===== config.mk =====
export PLATFORM = sky130hd
export DESIGN_NAME = program_loader_flat
export DESIGN_NICKNAME = d
export VERILOG_FILES = /design/src/rtl/program_loader_if.sv /design/src/rtl/program_loader.sv /design/src/flat_wrapper.sv
export SDC_FILE = /design/constraint.sdc
export NUM_CORES = 1
export LEC_CHECK = 0
export CAP_MARGIN = 10
export CORE_UTILIZATION = 46
export DETAILED_ROUTE_END_ITERATION = 8
export PLACE_DENSITY = 0.72
export REMOVE_ABC_BUFFERS = 1
export SYNTH_ARGS = -nofsm -noshare
export SYNTH_HDL_FRONTEND = slang
export SYNTH_SLANG_ARGS = --single-unit

===== constraint.sdc =====
create_clock -name clk -period 1.8 [get_ports clk]
set_input_delay 0.54 -clock clk [delete_from_list [all_inputs] [get_ports clk]]
set_output_delay 0.54 -clock clk [all_outputs]
set_load 0.005 [all_outputs]

===== src/rtl/program_loader_if.sv =====
// Byte-stream input and memory write-port bundle for the program loader.
// The slave side is the loader; the master side is the stream source and memory.
interface program_loader_if #(
  parameter int ADDR_W = 10,
  parameter int DATA_W = 32
);
  logic [7:0]        byte_in;
  logic              byte_valid;
  logic              byte_ready;
  logic [DATA_W-1:0] mem_dado;
  logic [ADDR_W-1:0] mem_endereco;
  logic              mem_write;

  modport master (
    output byte_in,
    output byte_valid,
    input  byte_ready,
    input  mem_dado,
    input  mem_endereco,
    input  mem_write
  );

  modport slave (
    input  byte_in,
    input  byte_valid,
    output byte_ready,
    output mem_dado,
    output mem_endereco,
    output mem_write
  );
endinterface


===== src/rtl/program_loader.sv =====
// Boot-time program loader: receives a length-prefixed byte stream, writes
// big-endian 32-bit words to memory and checks a trailing XOR checksum.
// The processor is held in reset until a verified image is in place.
module program_loader #(
  parameter int ADDR_W    = 10,
  parameter int DATA_W    = 32,
  parameter int MAX_WORDS = 128,
  parameter int BASE_ADDR = 0
) (
  input  logic               clk,
  input  logic               rst,
  input  logic               start,
  program_loader_if.slave    bus,
  output logic               busy,
  output logic               done,
  output logic               error,
  output logic               cpu_hold
);

  localparam logic [15:0]       MAX_LEN = 16'(MAX_WORDS);
  localparam logic [ADDR_W-1:0] BASE    = ADDR_W'(BASE_ADDR);

  typedef enum logic [2:0] {
    ST_IDLE    = 3'd0,
    ST_LEN_HI  = 3'd1,
    ST_LEN_LO  = 3'd2,
    ST_COLLECT = 3'd3,
    ST_WRITE   = 3'd4,
    ST_CHK     = 3'd5,
    ST_DONE    = 3'd6,
    ST_ERR     = 3'd7
  } state_t;

  state_t            state_r;
  state_t            state_s;

  logic [7:0]        len_hi_r;
  logic [15:0]       words_left_r;
  logic [1:0]        byte_idx_r;
  logic [7:0]        chk_r;
  logic [DATA_W-1:0] word_r;
  logic [ADDR_W-1:0] addr_r;

  logic              byte_ready_r;
  logic              mem_write_r;
  logic              busy_r;
  logic              done_r;
  logic              error_r;
  logic              cpu_hold_r;

  logic              transfer_s;
  logic [15:0]       len_s;

  assign transfer_s = bus.byte_valid & byte_ready_r;
  assign len_s      = {len_hi_r, bus.byte_in};

  assign bus.byte_ready   = byte_ready_r;
  assign bus.mem_write    = mem_write_r;
  assign bus.mem_dado     = word_r;
  assign bus.mem_endereco = addr_r;
  assign busy             = busy_r;
  assign done             = done_r;
  assign error            = error_r;
  assign cpu_hold         = cpu_hold_r;

  // State register.
  always_ff @(posedge clk) begin
    if (rst) begin
      state_r <= ST_IDLE;
    end else begin
      state_r <= state_s;
    end
  end

  // Next-state decode; start is only honoured outside a session.
  always_comb begin
    state_s = state_r;
    case (state_r)
      ST_IDLE, ST_DONE, ST_ERR: begin
        if (start) state_s = ST_LEN_HI;
        else       state_s = state_r;
      end
      ST_LEN_HI: begin
        if (transfer_s) state_s = ST_LEN_LO;
        else            state_s = ST_LEN_HI;
      end
      ST_LEN_LO: begin
        if (transfer_s) begin
          if (len_s == 16'd0)        state_s = ST_CHK;
          else if (len_s > MAX_LEN)  state_s = ST_ERR;
          else                       state_s = ST_COLLECT;
        end else begin
          state_s = ST_LEN_LO;
        end
      end
      ST_COLLECT: begin
        if (transfer_s && (byte_idx_r == 2'd3)) state_s = ST_WRITE;
        else                                    state_s = ST_COLLECT;
      end
      ST_WRITE: begin
        if (words_left_r == 16'd1) state_s = ST_CHK;
        else                       state_s = ST_COLLECT;
      end
      ST_CHK: begin
        if (transfer_s) begin
          if (bus.byte_in == chk_r) state_s = ST_DONE;
          else                      state_s = ST_ERR;
        end else begin
          state_s = ST_CHK;
        end
      end
      default: state_s = ST_IDLE;
    endcase
  end

  // Outputs registered from the next state so they line up with state_r.
  always_ff @(posedge clk) begin
    if (rst) begin
      byte_ready_r <= 1'b0;
      mem_write_r  <= 1'b0;
      busy_r       <= 1'b0;
      done_r       <= 1'b0;
      error_r      <= 1'b0;
      cpu_hold_r   <= 1'b1;
    end else begin
      byte_ready_r <= (state_s inside {ST_LEN_HI, ST_LEN_LO, ST_COLLECT, ST_CHK});
      mem_write_r  <= (state_s == ST_WRITE);
      busy_r       <= (state_s inside {ST_LEN_HI, ST_LEN_LO, ST_COLLECT, ST_WRITE, ST_CHK});
      done_r       <= (state_s == ST_DONE);
      error_r      <= (state_s == ST_ERR);
      cpu_hold_r   <= (state_s != ST_DONE);
    end
  end

  // Datapath: length capture, word assembly, checksum, address and word count.
  always_ff @(posedge clk) begin
    if (rst) begin
      len_hi_r     <= 8'd0;
      words_left_r <= 16'd0;
      byte_idx_r   <= 2'd0;
      chk_r        <= 8'd0;
      word_r       <= '0;
      addr_r       <= BASE;
    end else begin
      case (state_r)
        ST_IDLE, ST_DONE, ST_ERR: begin
          if (start) begin
            byte_idx_r   <= 2'd0;
            chk_r        <= 8'd0;
            words_left_r <= 16'd0;
            addr_r       <= BASE;
          end
        end
        ST_LEN_HI: begin
          if (transfer_s) len_hi_r <= bus.byte_in;
        end
        ST_LEN_LO: begin
          if (transfer_s) words_left_r <= len_s;
        end
        ST_COLLECT: begin
          if (transfer_s) begin
            word_r     <= {word_r[DATA_W-9:0], bus.byte_in};
            chk_r      <= chk_r ^ bus.byte_in;
            byte_idx_r <= byte_idx_r + 2'd1;
          end
        end
        ST_WRITE: begin
          addr_r       <= addr_r + {{(ADDR_W-1){1'b0}}, 1'b1};
          words_left_r <= words_left_r - 16'd1;
        end
        default: begin
          len_hi_r <= len_hi_r;
        end
      endcase
    end
  end

endmodule


===== src/flat_wrapper.sv =====
// flat-port wrapper written by rule: the top's interface ports become plain ports
module program_loader_flat 
#(
  parameter int ADDR_W    = 10,
  parameter int DATA_W    = 32,
  parameter int MAX_WORDS = 128,
  parameter int BASE_ADDR = 0
)
  (clk, rst, start, busy, done, error, cpu_hold, bus_byte_in, bus_byte_valid, bus_byte_ready, bus_mem_dado, bus_mem_endereco, bus_mem_write);
  program_loader_if #(.ADDR_W(ADDR_W), .DATA_W(DATA_W)) bus_i ();
  input  logic clk;
  input  logic rst;
  input  logic start;
  output logic busy;
  output logic done;
  output logic error;
  output logic cpu_hold;
  input wire logic [$bits(bus_i.byte_in)-1:0] bus_byte_in;
  input wire logic [$bits(bus_i.byte_valid)-1:0] bus_byte_valid;
  output wire logic [$bits(bus_i.byte_ready)-1:0] bus_byte_ready;
  output wire logic [$bits(bus_i.mem_dado)-1:0] bus_mem_dado;
  output wire logic [$bits(bus_i.mem_endereco)-1:0] bus_mem_endereco;
  output wire logic [$bits(bus_i.mem_write)-1:0] bus_mem_write;
  assign bus_i.byte_in = bus_byte_in;
  assign bus_i.byte_valid = bus_byte_valid;
  assign bus_byte_ready = bus_i.byte_ready;
  assign bus_mem_dado = bus_i.mem_dado;
  assign bus_mem_endereco = bus_i.mem_endereco;
  assign bus_mem_write = bus_i.mem_write;
  program_loader #(.ADDR_W(ADDR_W), .DATA_W(DATA_W), .MAX_WORDS(MAX_WORDS), .BASE_ADDR(BASE_ADDR)) u_core (.clk(clk), .rst(rst), .start(start), .bus(bus_i), .busy(busy), .done(done), .error(error), .cpu_hold(cpu_hold));
endmodule

==> results.py, run 1 <==
metrics = {
    "clock_tree": {
        "numCtsBuffers": 9,
        "cts.sinks": 85,
        "cts.path.max_buffers": 2,
        "clkLatencyLatePin_ps": 370,
        "htree_levels": 3,
        "clk_pin_slew_ps": 90,
        "cts_tree": "done",
        "clock_tree.root_cell": "clkbuf_8",
    },
    "setup_path": {
        "cp.depth": 7,
        "cp_max_fo": 6,
        "cp_slowest_cell": "or4_4",
        "cp-end-kind": "flip-flop",
        "crit_type": "reg2reg",
        "start_kind": "flip-flop",
        "r2r_setup_slack_ps": -50,
        "max_stage_delay_ps": 540,
        "crit_chain": "or4_4, buf_4, nor4_4, o2bb2ai_2, nand3_4, a21o_1, nor2_1",
        "critPathBufInv": 1,
        "critPathTopFamily": "simple AND/OR/NAND/NOR gates",
        "reg2regPathDepth": 7,
        "cp.required_ps": 2100,
        "crit_arrival_ps": 2160,
    },
    "final_layout": {
        "num-nets-final": 621,
        "regArea_sq_mm": 0.001755,
        "diodes": 0,
        "area_growth_pct": 37.77,
        "drive_above_1_share": 0.2803,
        "num-fill-cells": 729,
        "multi_input_area_sq_mm": 0.002182,
    },
    "routing": {
        "wirelength_mm": 10.09,
        "drt-initial-drc-count": 204,
        "num_vias": 3892,
        "wire_per_inst_microns": 14.12,
        "dr.pass1.iters": 5,
        "vias_per_cell": 5.443,
        "route.antenna.remaining_nets": 0,
        "drc": 0,
    },
    "run_status": {
        "failed_checks": "setup timing",
        "status": "finished with violations",
    },
    "timing": {
        "hold_viol": 0,
        "setup_ws_ps": -52.43,
        "rsz0062_at_grt": "true",
        "period_needed_ps": 1852,
        "fmaxAchievable_mhz": 539.8,
        "setup_viol": 5,
        "relSlewSlack": 0.6664,
        "worst_slew_pin_slew_ps": 497.4,
        "finalMaxSlewViolations": 0,
        "fin_skew_ps": 8.704,
        "finalCritPeriodShare": 1.029,
    },
    "global_route": {
        "grt_pass1_wl_mm": 16.62,
        "met3_usage": 0.03784,
        "use_met1": 0.3067,
        "grt_overflow": 0,
        "antenna_found_initial": 0,
        "first_global_vias": 3490,
        "groute.usage.overall": 0.2372,
        "busiest_layer": "met2",
        "grtUsageMet2": 0.3885,
        "grt_max_degree": 61,
    },
    "yosys": {
        "synth_top_cell_by_area": "dfxtp_1",
        "yosysWarnings": 0,
        "synth_commonest_cells": "nand2_1 (86), dfxtp_1 (85), a21oi_1 (57), nor2_1 (57), o21ai_0 (28)",
        "netlist_instances": 497,
        "syn_avg_cell_area_sq_um": 7.965,
        "synth_flop_cell": "dfxtp_1",
        "synth_edf_count": 0,
        "async_flop_share": 0,
        "synth_area_leaders": "dfxtp_1 (43%), nand2_1 (8.2%), a21oi_1 (7.2%)",
        "synth_top_area_frac": 0.4298,
        "netlist_area_sq_mm": 0.003959,
        "ys_seq_area_frac": 0.4298,
        "ys_ff_latch": 85,
        "yosysMostFrequentCell": "nand2_1",
        "synth.distinct_cells": 59,
    },
    "job": {
        "max-cap-violations": 0,
    },
    "floorplanning": {
        "start_util": 0.4794,
        "rows": 33,
        "die_x_microns": 94.77,
        "pin_count": 60,
        "dieHeight_microns": 94.77,
        "coreArea_sq_mm": 0.008258,
        "dieArea_sq_mm": 0.008981,
    },
    "power_and_ir_drop": {
        "p_total_mw": 3.848,
        "peakVddDrop_mv": 0.4478,
        "power_density_mw_per_mm2": 705.5,
        "p_leak_nw": 2.275,
    },
    "hold_path": {
        "min_path_type": "reg2reg",
        "whs_path_depth": 2,
    },
    "placed_design": {
        "io_buffer_count": 59,
        "dp_hpwl_mm": 6.858,
        "gp_congestion": 0.9282,
        "place_ws_ps": -628.0,
    },
}
[final timing paths]
path,from,endpoint
worst max-delay path,u_core.len_hi_r[1]$_SDFFE_PP0P_,u_core.bus.byte_ready$_SDFF_PP0_
worst max register to register,u_core.len_hi_r[1]$_SDFFE_PP0P_,u_core.bus.byte_ready$_SDFF_PP0_
worst min register to register,u_core.bus.mem_dado[29]$_SDFFE_PP0P_,u_core.bus.mem_dado[29]$_SDFFE_PP0P_
worst min-delay path,u_core.bus.mem_dado[29]$_SDFFE_PP0P_,u_core.bus.mem_dado[29]$_SDFFE_PP0P_
[state kept, by name, indices dropped and copies added, names as in the netlist]
name / cells
u_core.bus.mem_dado: 32
u_core.byte_idx_r: 2
u_core.done: 1
u_core.cpu_hold: 1
u_core.words_left_r: 16
u_core.error: 1
u_core.state_r: 3
u_core.chk_r: 8
u_core.bus.mem_write: 1
u_core.len_hi_r: 8
u_core.busy: 1
u_core.bus.byte_ready: 1
u_core.bus.mem_endereco: 10
[worst min-delay path: stages, from the launching register on]
cell and delay (ps):
dfxtp_1 310, nand2_1 50, a21oi_1 50
[cell type report]
type | count | area share
Multi-Input combinational cell | 372 | 0.4001
Inverter | 6 | 0.004129
Clock buffer | 9 | 0.02271
Sequential cell | 85 | 0.3219
Timing Repair Buffer | 131 | 0.2122
Clock inverter | 7 | 0.01491
Tap cell | 105 | 0.02409
[per-stage QoR]
stage | cells | area [sq um] | hold slack [ps] | util | setup TNS, ps
finish | 715 | 5454 | 456.1 | 0.6605 | -163.6
CTS | 710 | 5313 | 460.7 | 0.6433 | -411.7
floorplan | 463 | 3812 | 446.7 | - | -15480
global placement | 690 | 5034 | 440.3 | 0.6095 | -32920
detailed placement | 690 | 5034 | 448.7 | 0.6095 | -35310
global route | 715 | 5454 | 480.1 | 0.6605 | -600.4
[cells by family (layout without fill, tap and decap cells)]
kind of cell | Yosys count | after routing | share of synthesized area
adders and majority gates | 4 | 4 | 0.01264
AOI/OAI and AO/OA | 126 | 126 | 0.1915
DFF | 85 | 85 | 0.4298
muxes | 10 | 10 | 0.02592
and+or+nand+nor | 221 | 221 | 0.2731
buffers and inverters | 40 | 153 | 0.04267
xor gates and xnor gates | 11 | 11 | 0.02434
[cell usage in the layout, fill, tap and decap left out, drive strengths merged, types with 11 or more instances in the layout]
master,Yosys,routed
clkdlybuf4s50,0,32
nor3,11,11
nand2,86,86
buf,12,73
nor2,58,58
dlymetal6s2s,0,13
clkbuf,22,12
dfxtp,85,85
o21ai,29,29
a21oi,57,57
[power breakdown]
group / internal, mW / switching (mW)
clock: 0.660 / 0.753
combinational: 0.232 / 0.274
sequential: 1.90 / 0.0272
[per-layer routing]
metal / routed length (microns) / part of all wire
met1: 4601 / 0.46
met2: 4838 / 0.48
met3: 453 / 0.045
met4: 199 / 0.020
met5: 0 / 0
[what timing repair did]
| item | 4_1_cts | 5_1_grt |
|---|---|---|
| pin swaps | 5 | 8 |
| cloned | 2 | 0 |
| resized for setup | 39 | 59 |
| endpoints found under the setup margin | 64 | 87 |
| buffers inserted | 2 | 5 |
| hold buffers | 0 | 0 |
(Power assumes the default switching activity.)
==> run 2, diff against run 1 <==
- CORE_MARGIN: unset -> 1
- PLACE_DENSITY: 0.72 -> 0.7
- clock period: 1.8 -> 2.2 ns (I/O delays scaled with it)
==> run 2 against run 1 <==
Compared with the run above: the run now ends clean; sequential share of layout area is 1.3 points higher; clock power is 23% lower; combinational power is 31% lower; sequential power is 18% lower; cell area is 6.8% lower; critical path depth is 1 higher; setup slack better by 83 ps; first-iteration DRC count is 19% lower; critical path type is now in2reg; critical endpoint is now u_core.done$_SDFF_PP0_.
==> results.py, run 2 (synthesized netlist as in run 1, its figures left out) <==
metrics = {
    "timing": {
        "rsz0062_at_grt": "true",
        "setup_viol": 0,
        "period_needed_ps": 2169,
        "finalMaxSlewViolations": 0,
        "fmaxAchievable_mhz": 461.0,
        "finalCritPeriodShare": 0.9859,
        "setup_ws_ps": 30.98,
        "hold_viol": 0,
        "relSlewSlack": 0.6287,
        "fin_skew_ps": 9.239,
        "worst_slew_pin_slew_ps": 551.8,
    },
    "global_route": {
        "grt_overflow": 0,
        "first_global_vias": 3404,
        "antenna_found_initial": 0,
        "groute.usage.overall": 0.2210,
        "grt_pass1_wl_mm": 15.52,
        "grt_max_degree": 46,
    },
    "floorplanning": {
        "rows": 33,
        "start_util": 0.4794,
        "die_x_microns": 94.77,
        "dieHeight_microns": 94.77,
        "dieArea_sq_mm": 0.008981,
        "pin_count": 60,
        "coreArea_sq_mm": 0.008258,
    },
    "setup_path": {
        "start_kind": "primary input",
        "crit_arrival_ps": 2430,
        "cp-end-kind": "flip-flop",
        "crit_type": "in2reg",
        "cp_max_fo": 5,
        "cp.required_ps": 2460,
    },
    "clock_tree": {
        "clk_pin_slew_ps": 80,
        "post_cts_buffers": 0,
        "htree_levels": 3,
        "cts.sinks": 85,
        "clkLatencyLatePin_ps": 360,
        "numCtsBuffers": 9,
        "hold_buffers": 0,
        "cts.path.max_buffers": 2,
        "cts_tree": "done",
        "clock_tree.root_cell": "clkbuf_8",
    },
    "final_layout": {
        "num-nets-final": 588,
        "diodes": 0,
        "layout_common_cells": "nand2_1 (86), dfxtp_1 (85), nor2_1 (57), a21oi_1 (57), clkdlybuf4s50_1 (54)",
        "area_growth_pct": 28.41,
        "final_cell_area_sq_mm": 0.005084,
        "largest_reg_flops": 32,
        "drive_above_1_share": 0.1404,
        "final_common_cell": "nand2_1",
    },
    "routing": {
        "dr.pass1.iters": 4,
        "drc": 0,
        "num_vias": 3756,
        "wire_per_inst_microns": 13.63,
        "drt-initial-drc-count": 165,
        "vias_per_cell": 5.507,
        "wirelength_mm": 9.297,
        "route.antenna.remaining_nets": 0,
    },
    "power_and_ir_drop": {
        "p_leak_nw": 1.841,
        "internal_power_mw": 2.245,
        "p_switching_mw": 0.7725,
        "p_comb_frac": 0.116,
        "power_density_mw_per_mm2": 593.5,
        "clockPowerShare": 0.358,
        "p_seq_frac": 0.526,
        "peakVddDrop_mv": 0.2764,
        "p_sw_frac": 0.2560,
    },
    "job": {
        "max-cap-violations": 0,
    },
    "run_status": {
        "status": "finished clean",
    },
    "placed_design": {
        "place_ws_ps": -339.9,
        "gp_congestion": 0.8554,
        "dp_hpwl_mm": 6.590,
        "placed_cell_area_sq_mm": 0.004866,
        "io_buffer_count": 59,
    },
    "hold_path": {
        "min_path_type": "reg2reg",
    },
}
==> run 2: changes by cell type in the layout (fill, tap and decap cells not counted), sizes merged <==
cell,change
buf,-33
inv,-3
clkinv,+2
dlygate4sd2,-8
clkinvlp,-1
dlymetal6s2s,-9
clkdlybuf4s15,-2
clkdlybuf4s50,+22
clkbuf,-1
==> run 2: repair_timing <==
item | 4_1_cts | 5_1_grt
endpoints found under the setup margin | 1 | 16
gates resized for setup | 1 | 7
cloned | 0 | 0
==> run 2: cell type report <==
type / instances / area, sq um
Clock inverter: 5 / 61.31
Clock buffer: 11 / 131.4
Multi-Input combinational cell: 372 / 2106
Tap cell: 105 / 131.4
Fill cell: 763 / 3174
Sequential cell: 85 / 1702
Timing Repair Buffer: 98 / 929.6
Inverter: 6 / 22.52
==> run 2: path summary, 6_finish.rpt <==
kind / startpoint / end / slack [ps] / cells past startpoint
worst min register to register: u_core.bus.mem_dado[24]$_SDFFE_PP0P_ / u_core.bus.mem_dado[24]$_SDFFE_PP0P_ / 460 / 2
worst max-delay path: bus_byte_in[3] / u_core.done$_SDFF_PP0_ / 30 / 8
worst max register to register: u_core.state_r[2]$_SDFF_PP0_ / u_core.done$_SDFF_PP0_ / 230 / 5
worst min-delay path: u_core.bus.mem_dado[24]$_SDFFE_PP0P_ / u_core.bus.mem_dado[24]$_SDFFE_PP0P_ / 460 / 2
==> run 2: worst max-delay path, cell delays in order <==
cell and delay (ps):
clkdlybuf4s50_1 470, nor4_1 290, buf_4 160, a21bo_2 110
a31oi_1 70, a311o_1 330, nor2b_4 160, and3b_1 170
==> run 2: power by group through the flow <==
stage	clock [mW]	sequential (mW)	combinational (mW)
after floorplan	0	1.62	0.180
after global placement	0	1.62	0.338
after detailed placement	0	1.62	0.343
after CTS	1.11	1.59	0.347
after global routing	1.18	1.59	0.387
final	1.08	1.59	0.350
==> run 2: routing by layer <==
metal	track usage	share of wire	wire length [microns]
met5	0	0	0
met1	0.2820	0.46	4321
met4	0.06818	0.011	100
met3	0.05233	0.055	513
met2	0.3675	0.47	4362
==> run 2: per-stage QoR <==
step | instances | setup TNS, ps | hold WS [ps] | power (mW) | utilization
2_1_floorplan | 463 | -2831 | 446.7 | 1.796 | -
3_3_place_gp | 666 | -9500 | 441.0 | 1.959 | 0.5892
3_5_place_dp | 666 | -11710 | 446.7 | 1.965 | 0.5892
4_1_cts | 682 | 0 | 458.9 | 3.045 | 0.6133
5_1_grt | 682 | -14.62 | 486.7 | 3.155 | 0.6156
6_report | 682 | 0 | 456.8 | 3.017 | 0.6156
